<file path="config.mk">
export PLATFORM = sky130hd
export DESIGN_NAME = ex_mul_sequencer
export DESIGN_NICKNAME = d
export VERILOG_FILES = /design/src/rtl/ex_mul_sequencer.sv
export SDC_FILE = /design/constraint.sdc
export NUM_CORES = 1
export LEC_CHECK = 0
export BUFFER_PORTS_ARGS = -buffer_cell sky130_fd_sc_hd__buf_2
export CORE_UTILIZATION = 25
export CTS_CLUSTER_SIZE = 8
export DETAILED_ROUTE_END_ITERATION = 7
export GPL_ROUTABILITY_DRIVEN = 0
export HOLD_SLACK_MARGIN = 0.1
export PLACE_DENSITY = 0.44
export SLEW_MARGIN = 15
export SYNTH_ARGS = -nofsm -noshare
export SYNTH_HDL_FRONTEND = slang
export SYNTH_SLANG_ARGS = --single-unit
</file>
<file path="constraint.sdc">
create_clock -name clk -period 2.5 [get_ports clk]
set_input_delay 0.25 -clock clk [delete_from_list [all_inputs] [get_ports clk]]
set_output_delay 0.25 -clock clk [all_outputs]
set_load 0.05 [all_outputs]
</file>
<file path="src/rtl/ex_mul_sequencer.sv">
// -----------------------------------------------------------------------------
// ex_mul_sequencer
//
// Execute-stage consumer of the 186-bit decode/execute bundle. The block
// unpacks the bundle. For MUL-class instructions it runs a 32-step shift-add
// unsigned multiply. While the multiply is in flight it holds decode and fetch
// through 'stall'. When the multiply completes it presents a one-cycle HI/LO
// result toward memory/writeback. Non-MUL bundles, including all-zero bubbles,
// are ignored because the single-cycle ALU path handles them.
//
// Ports
//   clk        in   1    system clock (bundle changes on negedge)
//   rst_n      in   1    asynchronous active-low reset
//   d_bundle   in   186  {rt, rd, rtData, imm, rsData, pc, pc1, controls}
//   flush      in   1    kill an in-flight multiply (branch redirect)
//   stall      out  1    hold decode register and fetch (combinational)
//   busy       out  1    FSM is iterating
//   res_valid  out  1    one-cycle result strobe
//   res_wen    out  1    res_valid && res_dest != 0
//   res_dest   out  5    destination register
//   res_hi     out  32   product[63:32]
//   res_lo     out  32   product[31:0]
//   res_pc     out  32   pc of the multiply's bundle
// -----------------------------------------------------------------------------
module ex_mul_sequencer #(
  parameter int CTRL_MUL_BIT = 5,
  parameter int CTRL_RD_BIT  = 6,
  parameter int ITER         = 32
) (
  input  logic         clk,
  input  logic         rst_n,
  input  logic [185:0] d_bundle,
  input  logic         flush,
  output logic         stall,
  output logic         busy,
  output logic         res_valid,
  output logic         res_wen,
  output logic [4:0]   res_dest,
  output logic [31:0]  res_hi,
  output logic [31:0]  res_lo,
  output logic [31:0]  res_pc
);

  localparam int CNT_W = $clog2(ITER);

  typedef enum logic [1:0] {
    S_IDLE = 2'd0,
    S_BUSY = 2'd1,
    S_DONE = 2'd2
  } state_t;

  // Bundle fields
  logic [4:0]  w_rt;
  logic [4:0]  w_rd;
  logic [31:0] w_rt_data;
  logic [31:0] w_rs_data;
  logic [31:0] w_pc;
  logic [15:0] w_ctrl;

  assign w_rt      = d_bundle[185:181];
  assign w_rd      = d_bundle[180:176];
  assign w_rt_data = d_bundle[175:144];
  assign w_rs_data = d_bundle[111:80];
  assign w_pc      = d_bundle[79:48];
  assign w_ctrl    = d_bundle[15:0];

  state_t           r_state;
  logic [64:0]      r_product;   // one extra bit keeps the carry of each add
  logic [31:0]      r_mcand;
  logic [31:0]      r_mplier;
  logic [CNT_W-1:0] r_count;
  logic [4:0]       r_dest;
  logic [31:0]      r_pc;

  logic        w_start;
  logic [64:0] w_sum;
  logic [64:0] w_next;
  logic        w_last;

  // NOTE: every signal assigned in an always_comb gets a default on entry,
  // so no path through the block can leave it unassigned and infer a latch.
  always_comb begin
    w_sum   = r_product;
    w_start = 1'b0;
    stall   = 1'b0;
    // Gating with rst_n keeps stall low while reset is held, even when a MUL
    // bundle is sitting on the input.
    w_start = rst_n && (r_state == S_IDLE) && w_ctrl[CTRL_MUL_BIT] && !flush;
    stall   = w_start || ((r_state == S_BUSY) && !flush);
    if (r_mplier[0]) begin
      w_sum = r_product + {1'b0, r_mcand, 32'b0};
    end
  end

  assign w_next = w_sum >> 1;
  assign w_last = (r_count == CNT_W'(ITER - 1));

  // NOTE: all state in this block uses non-blocking assignments. Every
  // right-hand side then sees values from before the clock edge, whatever
  // the statement order.
  always_ff @(posedge clk or negedge rst_n) begin
    if (!rst_n) begin
      r_state   <= S_IDLE;
      r_product <= '0;
      r_mcand   <= '0;
      r_mplier  <= '0;
      r_count   <= '0;
      r_dest    <= '0;
      r_pc      <= '0;
      busy      <= 1'b0;
      res_valid <= 1'b0;
      res_wen   <= 1'b0;
      res_dest  <= '0;
      res_hi    <= '0;
      res_lo    <= '0;
      res_pc    <= '0;
    end else begin
      // Strobes last one cycle. The result fields hold until the next DONE.
      res_valid <= 1'b0;
      res_wen   <= 1'b0;
      case (r_state)
        S_IDLE: begin
          if (w_start) begin
            r_state   <= S_BUSY;
            busy      <= 1'b1;
            r_mcand   <= w_rs_data;
            r_mplier  <= w_rt_data;
            r_product <= '0;
            r_count   <= '0;
            r_dest    <= w_ctrl[CTRL_RD_BIT] ? w_rd : w_rt;
            r_pc      <= w_pc;
          end
        end
        S_BUSY: begin
          if (flush) begin
            r_state <= S_IDLE;
            busy    <= 1'b0;
          end else begin
            r_product <= w_next;
            r_mplier  <= r_mplier >> 1;
            r_count   <= r_count + 1'b1;
            if (w_last) begin
              // The final iteration's result goes straight to the outputs,
              // so the strobe is high for the whole DONE cycle.
              r_state   <= S_DONE;
              busy      <= 1'b0;
              res_valid <= 1'b1;
              res_wen   <= (r_dest != 5'd0);
              res_dest  <= r_dest;
              res_hi    <= w_next[63:32];
              res_lo    <= w_next[31:0];
              res_pc    <= r_pc;
            end
          end
        end
        S_DONE: begin
          // The bundle still shows the completed MUL until the next negedge,
          // so no new capture happens here.
          r_state <= S_IDLE;
        end
        default: begin
          r_state <= S_IDLE;
          busy    <= 1'b0;
        end
      endcase
    end
  end

endmodule

</file>
==> impl_metrics.py, run 1 <==
metrics = {
    "sta": {
        "min_period_ps": 2480,
        "fin_skew_ps": 15.1,
        "hold_viol_final": 0,
        "slew_viol_final": 0,
        "setup-violations-final": 0,
        "max_freq_mhz": 404,
        "rsz0062_at_grt": "yes",
        "worst_slew_margin_rel_pct": 38.5,
        "finalCritPeriodShare_pct": 99.0,
        "worstMarginPinSlew_ps": 923,
        "final.setup.tns_ps": 0,
        "hold_ws_ps": 137,
    },
    "grt": {
        "first_global_vias": 11700,
        "grt.busiest_layer": "met2",
        "overflow": 0,
        "met2_usage_pct": 25.9,
        "grt_util_met1_pct": 19.5,
        "grt_pass1_wl_um": 62600,
        "antenna_found_initial": 3,
        "grtUsageMet3_pct": 3.54,
        "grt_max_degree": 105,
        "grt_usage_pct": 15.5,
    },
    "place": {
        "dp_cells": 2315,
        "dp_hpwl_um": 25400,
        "port_buffers": 215,
    },
    "drt": {
        "ant_nets": 0,
        "viasPerCell": 4.45,
        "vias": 11000,
        "drtPass1Iterations": 5,
        "wire_per_inst_um": 15.7,
        "drc": 0,
        "routed_wl_um": 38900,
        "drt_iter0_drc": 545,
    },
    "clock_network": {
        "cts_max_level": 2,
        "cts_buffer_depth": 3,
        "cts.sinks": 275,
        "cts.clk_slew.worst_paths_ps": 50,
        "worstSkewPairLatency_ps": 550,
        "cts_root_buf": "clkbuf_16",
        "cts_tree": "done",
        "cts-buffers-inserted": 40,
    },
    "power_and_ir_drop": {
        "p_leak_nw": 9.24,
        "vdd_ir_drop_max_uv": 421,
        "cellPowerDensity_nw_per_um2": 789,
        "p_total_mw": 14.0,
    },
    "logic_synthesis": {
        "synth_top_area_share_pct": 54.5,
        "ys_async_sr_fraction_pct": 100,
        "synth.avg_cell_area_um2": 8.87,
        "yosysWarnings": 0,
        "synth.most_common_cell": "nand2_1",
        "syn-num-nets": 1648,
        "synth_edf_count": 0,
        "synth.distinct_cells": 57,
        "syn_area_um2": 12600,
        "synth_area_leaders": "dfrtp_1, nand2_1, ha_1, o21ai_0, mux2i_1",
        "synth_commonest_cells": "nand2_1, dfrtp_1, clkbuf_1",
        "synth.yosys.seq_area_share_pct": 54.5,
        "synth_ff_type": "dfrtp_1",
        "synth_seq_cells": 275,
        "syn_inst": 1424,
        "synth.largest_area_cell": "dfrtp_1",
    },
    "die": {
        "io_pins": 294,
        "dieArea_um2": 51400,
        "initial_utilization_pct": 25.6,
        "die_x_um": 227,
        "die_h_um": 227,
        "core_area_um2": 49400,
        "row_count": 81,
    },
    "setup_path": {
        "rr_endpoint": "res_hi[26]",
        "crit_fanout": 4,
        "critPathArrivalTime_ps": 2890,
        "rr_startpoint": "r_product[54]",
        "end_kind": "register",
        "cp-start-kind": "register",
        "required_ps": 2920,
        "ff2ff_setup_slack_ps": 20,
        "critical_path_class": "reg -> reg",
        "r2r_cells": 10,
    },
    "flow_run": {
        "max_cap_violations": 0,
    },
    "cells_and_area": {
        "fillers": 5141,
        "fin_cells": 2478,
        "multiInputGateArea_um2": 5840,
        "finalNetCount": 2034,
        "seq_area_um2": 6880,
        "drive_above_1_share_pct": 24.3,
        "syn2layout_area_growth_pct": 40.1,
    },
    "status": {
        "status": "finished clean",
    },
    "min_path": {
        "worstHoldPathType": "in -> async",
    },
}
[registers in the layout, indices dropped and copies added, names as in the netlist]
register / count
res_lo: 32
res_wen: 1
r_count: 5
res_valid: 1
res_dest: 5
r_state: 2
busy: 1
r_mplier: 32
r_dest: 5
r_mcand: 32
r_product: 63
res_hi: 32
r_pc: 32
res_pc: 32
[cell families (layout without fill, tap and decap cells)]
logic type | count (synthesis) | after routing | synth area share [%]
other | 0 | 1 | 0
muxes | 31 | 31 | 2.47
AOI/OAI and AO/OA | 224 | 224 | 11.5
adders and majority gates | 35 | 35 | 3.53
xor gates and xnor gates | 27 | 27 | 1.87
buffers and inverters | 94 | 483 | 2.91
DFF | 275 | 275 | 54.5
and+or+nand+nor | 738 | 738 | 23.2
[metrics by stage]
step / util (%) / setup WS (ps) / cell area (um^2)
2_1_floorplan: - / 54.5 / 12600
3_3_place_gp: 30.5 / -214 / 15000
3_5_place_dp: 30.5 / -187 / 15000
4_1_cts: 35.1 / -0.0155 / 17300
5_1_grt: 35.8 / -131 / 17700
6_report: 35.8 / 24.2 / 17700
[cell type report]
type,count,area share (%)
diodes,1,0.0141
clock inverters,3,0.170
inverters,9,0.191
multi-input cells,1055,33.0
well taps,664,4.70
clock buffers,42,5.70
repair buffers,429,17.3
flip-flops and latches,275,38.9
[repair_timing]
item | CTS | global route
hold endpoints to repair | 256 | 0
setup buffers | 3 | 7
hold buffers | 108 | 0
gates resized for setup | 21 | 62
pin swaps | 7 | 39
endpoints found under the setup margin | 28 | 36
[where the power goes]
group | internal [mW] | total [mW] | switching (mW) | leakage, nW
Sequential | 4.98 | 5.37 | 0.392 | 3.68
Clock | 2.83 | 4.80 | 1.97 | 0.511
Combinational | 1.83 | 3.78 | 1.96 | 5.05
[metal layers]
metal	wire, um	vias to the layer above
met5	18	-
met4	987	4
met3	1870	65
met2	18700	186
met1	17400	5312
li1	-	5456
[worst max-delay path: stages, from the launching register on]
cell and delay (ps):
dfrtp_1 410, ha_4 250, a21o_1 180, buf_4 140, o21bai_2 210, or3_1 360, o21a_1 140, a41oi_2 240
xnor2_1 110, mux2i_1 210, o21ai_1 100
[worst max path at each step]
stage	start	end	slack [ps]	depth (start not counted)
after detailed placement	r_product[32]	r_product[59]	-190	10
after CTS	r_product[32]	r_product[63]	-0.02	10
final	r_product[54]	res_hi[26]	20	10
after global placement	r_product[32]	r_product[59]	-210	10
after floorplan	r_product[32]	r_product[63]	50	10
after global routing	r_mcand[4]	res_hi[26]	-130	9
[layout by cell type (no fill, tap or decap), types with 4 or more instances in the layout]
master	instances
dfrtp_1	274
xnor2_1	14
clkbuf_16	40
inv_1	8
dlygate4sd3_1	108
nand2_1	605
a21oi_2	4
buf_4	92
o21bai_1	5
xor2_1	10
a21o_1	11
mux2i_1	30
nand4_1	6
a22oi_1	31
nor3_1	7
o21ai_1	24
a31oi_1	6
o21ai_0	55
or3_1	4
nor2_1	28
o21ai_2	6
a21oi_1	38
ha_4	15
buf_2	214
nand2b_1	4
buf_6	9
o211ai_1	4
nand3_1	53
and3_1	9
ha_1	17
buf_12	5
No activity file was read; power rests on OpenSTA's default activity.
==> run 2: changes to the inputs <==
PLACE_DENSITY = not set   (was 0.44)
==> run 2 against run 1 <==
Cell area down 2.3%; largest cell class unchanged; count of clock-buffer cells in the layout up 4; highest routed layer unchanged; clock skew up 1.9 ps; sequential share of layout area up 0.92 points; utilization down 0.83 points; combinational power down 13%; critical path depth unchanged; register-to-register slack about the same.
==> impl_metrics.py, run 2 (same netlist as run 1, synthesis figures left out) <==
metrics = {
    "place": {
        "dp_cells": 2276,
        "dp_hpwl_um": 23900,
        "post_dp_cell_area_um2": 14800,
        "port_buffers": 215,
        "place_ws_ps": -144,
    },
    "power_and_ir_drop": {
        "vdd_ir_drop_max_uv": 478,
        "p_total_mw": 13.7,
        "p_leak_nw": 9.03,
        "cellPowerDensity_nw_per_um2": 794,
    },
    "clock_network": {
        "cts_root_buf": "clkbuf_16",
        "cts.sinks": 275,
        "cts_max_level": 2,
        "cts_buffer_depth": 3,
        "worstSkewPairLatency_ps": 560,
        "cts.clk_slew.worst_paths_ps": 50,
        "cts_tree": "done",
        "cts-buffers-inserted": 41,
    },
    "sta": {
        "worst_slew_margin_rel_pct": 33.7,
        "max_freq_mhz": 403,
        "final.setup.tns_ps": 0,
        "worstMarginPinSlew_ps": 995,
        "setup-violations-final": 0,
        "fin_skew_ps": 17.0,
        "rsz0062_at_grt": "yes",
        "hold_ws_ps": 124,
        "slew_viol_final": 0,
        "hold_viol_final": 0,
        "min_period_ps": 2480,
        "finalCritPeriodShare_pct": 99.3,
        "layout_setup_ws_ps": 16.7,
    },
    "cells_and_area": {
        "fillers": 5000,
        "drive_above_1_share_pct": 21.8,
        "seq_area_um2": 6880,
        "multiInputGateArea_um2": 5680,
        "fin_area_um2": 17300,
        "layout_commonest_cell": "nand2_1",
        "finalNetCount": 1989,
        "post-route-util_pct": 35.0,
        "largest_register_ffs": 63,
        "fin_cells": 2441,
        "layout_common_cells": "nand2_1, dfrtp_1, buf_2, dlygate4sd3_1, o21ai_0",
        "largest_register": "r_product",
        "syn2layout_area_growth_pct": 36.9,
    },
    "grt": {
        "first_global_vias": 11500,
        "grt_max_degree": 151,
        "grt_usage_pct": 14.6,
        "overflow": 0,
        "grt_pass1_wl_um": 59700,
        "antenna_found_initial": 6,
    },
    "drt": {
        "drtPass1Iterations": 5,
        "wire_per_inst_um": 15.4,
        "vias": 11200,
        "drc": 0,
        "ant_nets": 0,
        "routed_wl_um": 37700,
        "viasPerCell": 4.57,
        "drt_iter0_drc": 510,
    },
    "setup_path": {
        "ff2ff_setup_slack_ps": 20,
        "end_kind": "register",
        "crit_fanout": 4,
        "rr_startpoint": "r_product[32]",
        "crit_family": "compound AO/OA/AOI/OAI gates",
        "max_stage_delay_ps": 400,
        "crit_top_cell": "o211ai_2",
        "critPathArrivalTime_ps": 2930,
        "required_ps": 2940,
        "slowest_stage": "fa_2",
        "worst-path-buf-inv": 0,
        "crit_chain": "ha_2 -> fa_2 -> a211oi_4 -> o211ai_2 -> nand2_2 -> o211ai_2 -> o21ai_4 -> o31ai_4 -> o31a_1 -> a32o_1",
        "rr_endpoint": "r_product[63]",
        "r2r_cells": 10,
        "critical_path_class": "reg -> reg",
        "cp-start-kind": "register",
    },
    "die": {
        "die_h_um": 227,
        "core_area_um2": 49400,
        "row_count": 81,
        "initial_utilization_pct": 25.6,
        "io_pins": 294,
        "dieArea_um2": 51400,
        "die_x_um": 227,
    },
    "min_path": {
        "worstHoldPathType": "in -> async",
    },
    "flow_run": {
        "max_cap_violations": 0,
    },
    "status": {
        "status": "finished clean",
    },
}
[run 2: changes by cell type in the layout (fill, tap and decap cells not counted), sizes merged]
cell         delta
buf            -45
bufinv          +1
clkbuf          +4
clkinv          -1
diode           +3
dlygate4sd3     -1
inv             +2
[run 2: power breakdown]
part | total, mW | switching [mW] | internal [mW]
Sequential | 5.37 | 0.389 | 4.98
Clock | 5.07 | 2.02 | 3.06
Combinational | 3.28 | 1.80 | 1.49
Total | 13.7 | 4.20 | 9.53
[run 2: repair_timing]
| action | 4_1_cts | 5_1_grt |
|---|---|---|
| hold buffers | 107 | 0 |
| endpoints found under the hold margin | 320 | 0 |
| setup buffers | 2 | 1 |
| pin swaps | 9 | 12 |
| resized for setup | 14 | 39 |
| setup endpoints to repair | 24 | 40 |
[run 2: final cells by class]
| type | count | area share (%) |
|---|---|---|
| Sequential cell | 275 | 39.8 |
| Multi-Input combinational cell | 1055 | 32.9 |
| Timing Repair Buffer | 383 | 15.7 |
| Clock buffer | 46 | 6.10 |
| Tap cell | 664 | 4.81 |
| Clock inverter | 5 | 0.420 |
| Inverter | 9 | 0.195 |
| Antenna cell | 4 | 0.0579 |
[run 2: layer usage]
metal / wire, um / vias up / share of wire (%) / GRT usage, %
li1: - / 5375 / - / -
met1: 16100 / 5417 / 43 / 17.5
met2: 18200 / 279 / 48 / 24.5
met3: 2090 / 77 / 5.5 / 3.72
met4: 1230 / 4 / 3.3 / 6.36
met5: 24 / - / 0.064 / 0
[run 2: how the worst max path moves through the flow]
stage	from	end	slack, ps	cells past startpoint
final	r_product[32]	r_product[63]	20	10
after global routing	r_product[32]	r_product[63]	-80	10
after CTS	r_product[32]	r_product[63]	-30	10
after detailed placement	r_product[32]	r_product[59]	-140	10
after global placement	r_product[32]	r_product[59]	-130	10
after floorplan	r_product[32]	r_product[63]	50	10
[run 2: worst register-to-register path, stage by stage (launching register included)]
cell and delay [ps]:
dfrtp_1 380, ha_2 210, fa_2 400, a211oi_4 250, o211ai_2 120, nand2_2 130
o211ai_2 110, o21ai_4 130, o31ai_4 100, o31a_1 270, a32o_1 270
==> run 3: changes to the inputs <==
RECOVER_POWER = 100   (was not set)
==> run 3 against run 2 <==
Fmax about the same; count of clock-buffer cells in the layout unchanged; sequential power about the same; hold slack worse by 6.6 ps; clock power about the same; global-route usage unchanged; sequential share of layout area up 0.51 points; clock skew about the same; via count down 0.18%; critical path depth unchanged; critical endpoint unchanged; the run now ends with max-slew violations left; utilization down 0.44 points.
==> impl_metrics.py, run 3 (same netlist as run 1, synthesis figures left out) <==
metrics = {
    "place": {
        "post_dp_cell_area_um2": 14800,
        "dp_cells": 2276,
        "place_ws_ps": -144,
        "port_buffers": 215,
        "dp_hpwl_um": 23900,
    },
    "sta": {
        "slew_viol_final": 48,
        "max_freq_mhz": 403,
        "rsz0062_at_grt": "yes",
        "worstMarginPinSlew_ps": 1520,
        "fin_skew_ps": 17.1,
        "layout_setup_ws_ps": 18.8,
        "hold_viol_final": 0,
        "setup-violations-final": 0,
        "final.setup.tns_ps": 0,
        "min_period_ps": 2480,
        "worst_slew_margin_rel_pct": -1.18,
        "finalCritPeriodShare_pct": 99.2,
    },
    "status": {
        "violations": "max-slew violations",
        "status": "finished with violations",
    },
    "die": {
        "row_count": 81,
        "core_area_um2": 49400,
        "dieArea_um2": 51400,
        "io_pins": 294,
        "die_x_um": 227,
        "initial_utilization_pct": 25.6,
        "die_h_um": 227,
    },
    "drt": {
        "vias": 11100,
        "routed_wl_um": 37500,
        "ant_nets": 0,
        "met3_length_um": 2110,
        "viasPerCell": 4.56,
        "wire_per_inst_um": 15.4,
        "drt_iter0_drc": 529,
        "top_layer_used": "met5",
        "drc": 0,
        "wl_met1_um": 15900,
        "drtPass1Iterations": 6,
        "dr_wl_met2_um": 18300,
    },
    "cells_and_area": {
        "finalNetCount": 1989,
        "syn2layout_area_growth_pct": 35.2,
        "largest_register_ffs": 63,
        "multiInputGateArea_um2": 5670,
        "fin_area_um2": 17100,
        "seq_area_um2": 6880,
        "fin_cells": 2441,
        "post-route-util_pct": 34.6,
        "fillers": 5064,
        "layout_common_cells": "nand2_1, dfrtp_1, buf_2, clkbuf_1, dlygate4sd3_1",
        "largest_register": "r_product",
        "layout_commonest_cell": "nand2_1",
        "drive_above_1_share_pct": 15.7,
    },
    "clock_network": {
        "cts.sinks": 275,
        "cts_root_buf": "clkbuf_16",
        "cts_buffer_depth": 3,
        "cts.clk_slew.worst_paths_ps": 50,
        "cts_max_level": 2,
        "worstSkewPairLatency_ps": 560,
        "cts-buffers-inserted": 41,
        "cts_tree": "done",
    },
    "grt": {
        "grt_usage_pct": 14.6,
        "grt_pass1_wl_um": 59700,
        "overflow": 0,
        "antenna_found_initial": 6,
        "grt_max_degree": 151,
        "first_global_vias": 11500,
    },
    "setup_path": {
        "cp-start-kind": "register",
        "end_kind": "register",
        "required_ps": 2940,
        "critPathArrivalTime_ps": 2920,
        "crit_fanout": 4,
        "max_stage_delay_ps": 400,
        "worst-path-buf-inv": 0,
        "crit_family": "compound AO/OA/AOI/OAI gates",
        "slowest_stage": "fa_2",
        "crit_chain": "ha_2 -> fa_2 -> a211oi_4 -> o211ai_2 -> nand2_2 -> o211ai_2 -> o21ai_4 -> o31ai_4 -> o31a_1 -> a32o_1",
        "crit_top_cell": "o211ai_2",
        "worstSetupStartpoint": "r_product[32]",
        "rr_startpoint": "r_product[32]",
        "critical_path_class": "reg -> reg",
    },
    "power_and_ir_drop": {
        "p_leak_nw": 8.52,
        "vdd_ir_drop_max_uv": 480,
        "cellPowerDensity_nw_per_um2": 804,
    },
    "flow_run": {
        "max_cap_violations": 0,
    },
    "min_path": {
        "worstHoldPathType": "in -> async",
    },
}
## run 3: cell types whose count changed in the layout (fill, tap and decap cells not counted), moves of 2 or more
cell | before | now
clkbuf_4 | 0 | 7
clkbuf_1 | 4 | 108
buf_2 | 214 | 110
nand2_1 | 606 | 608
buf_12 | 8 | 2
buf_4 | 53 | 50
## run 3: final timing paths
kind                            depth (start not counted)       endpoint  slack, ps
worst min register to register                          2     res_pc[31]        460
worst min-delay path                                    2    r_mcand[16]        120
worst max register to register                         10  r_product[63]         20
worst max-delay path                                   10  r_product[63]         20
max in group asynchronous                               3        r_pc[6]        600
min in group clk                                        4  r_product[54]        280
## run 3: where the power goes
group / total (mW) / internal, mW / switching (mW)
clock: 5.08 / 3.06 / 2.02
combinational: 3.27 / 1.48 / 1.79
sequential: 5.37 / 4.98 / 0.385
total: 13.7 / 9.52 / 4.20
## run 3: timing repair
item | 4_1_cts | 5_1_grt
hold buffers | 107 | 0
setup buffers | 2 | 1
endpoints found under the setup margin | 24 | 40
hold endpoints to repair | 320 | 0
pin swaps | 9 | 12
resized for setup | 14 | 39
## run 3: final cells by class
cell class / instances / area share, %
repair buffers: 383 / 14.7
inverters: 9 / 0.198
well taps: 664 / 4.87
clock buffers: 46 / 6.18
clock inverters: 5 / 0.425
multi-input cells: 1055 / 33.2
flip-flops and latches: 275 / 40.3
diodes: 4 / 0.0586
## run 3: layer usage
layer / global-route usage, % / vias up
met2: 24.5 / 278
met1: 17.5 / 5389
met3: 3.72 / 78
met5: 0 / -
li1: - / 5383
met4: 6.36 / 4
## run 3: through the flow
step | total power [mW] | hold WS [ps]
2_1_floorplan | 7.27 | -45.6
3_3_place_gp | 8.26 | 104
3_5_place_dp | 8.32 | 103
4_1_cts | 13.8 | 100
5_1_grt | 14.5 | 126
6_report | 13.7 | 117
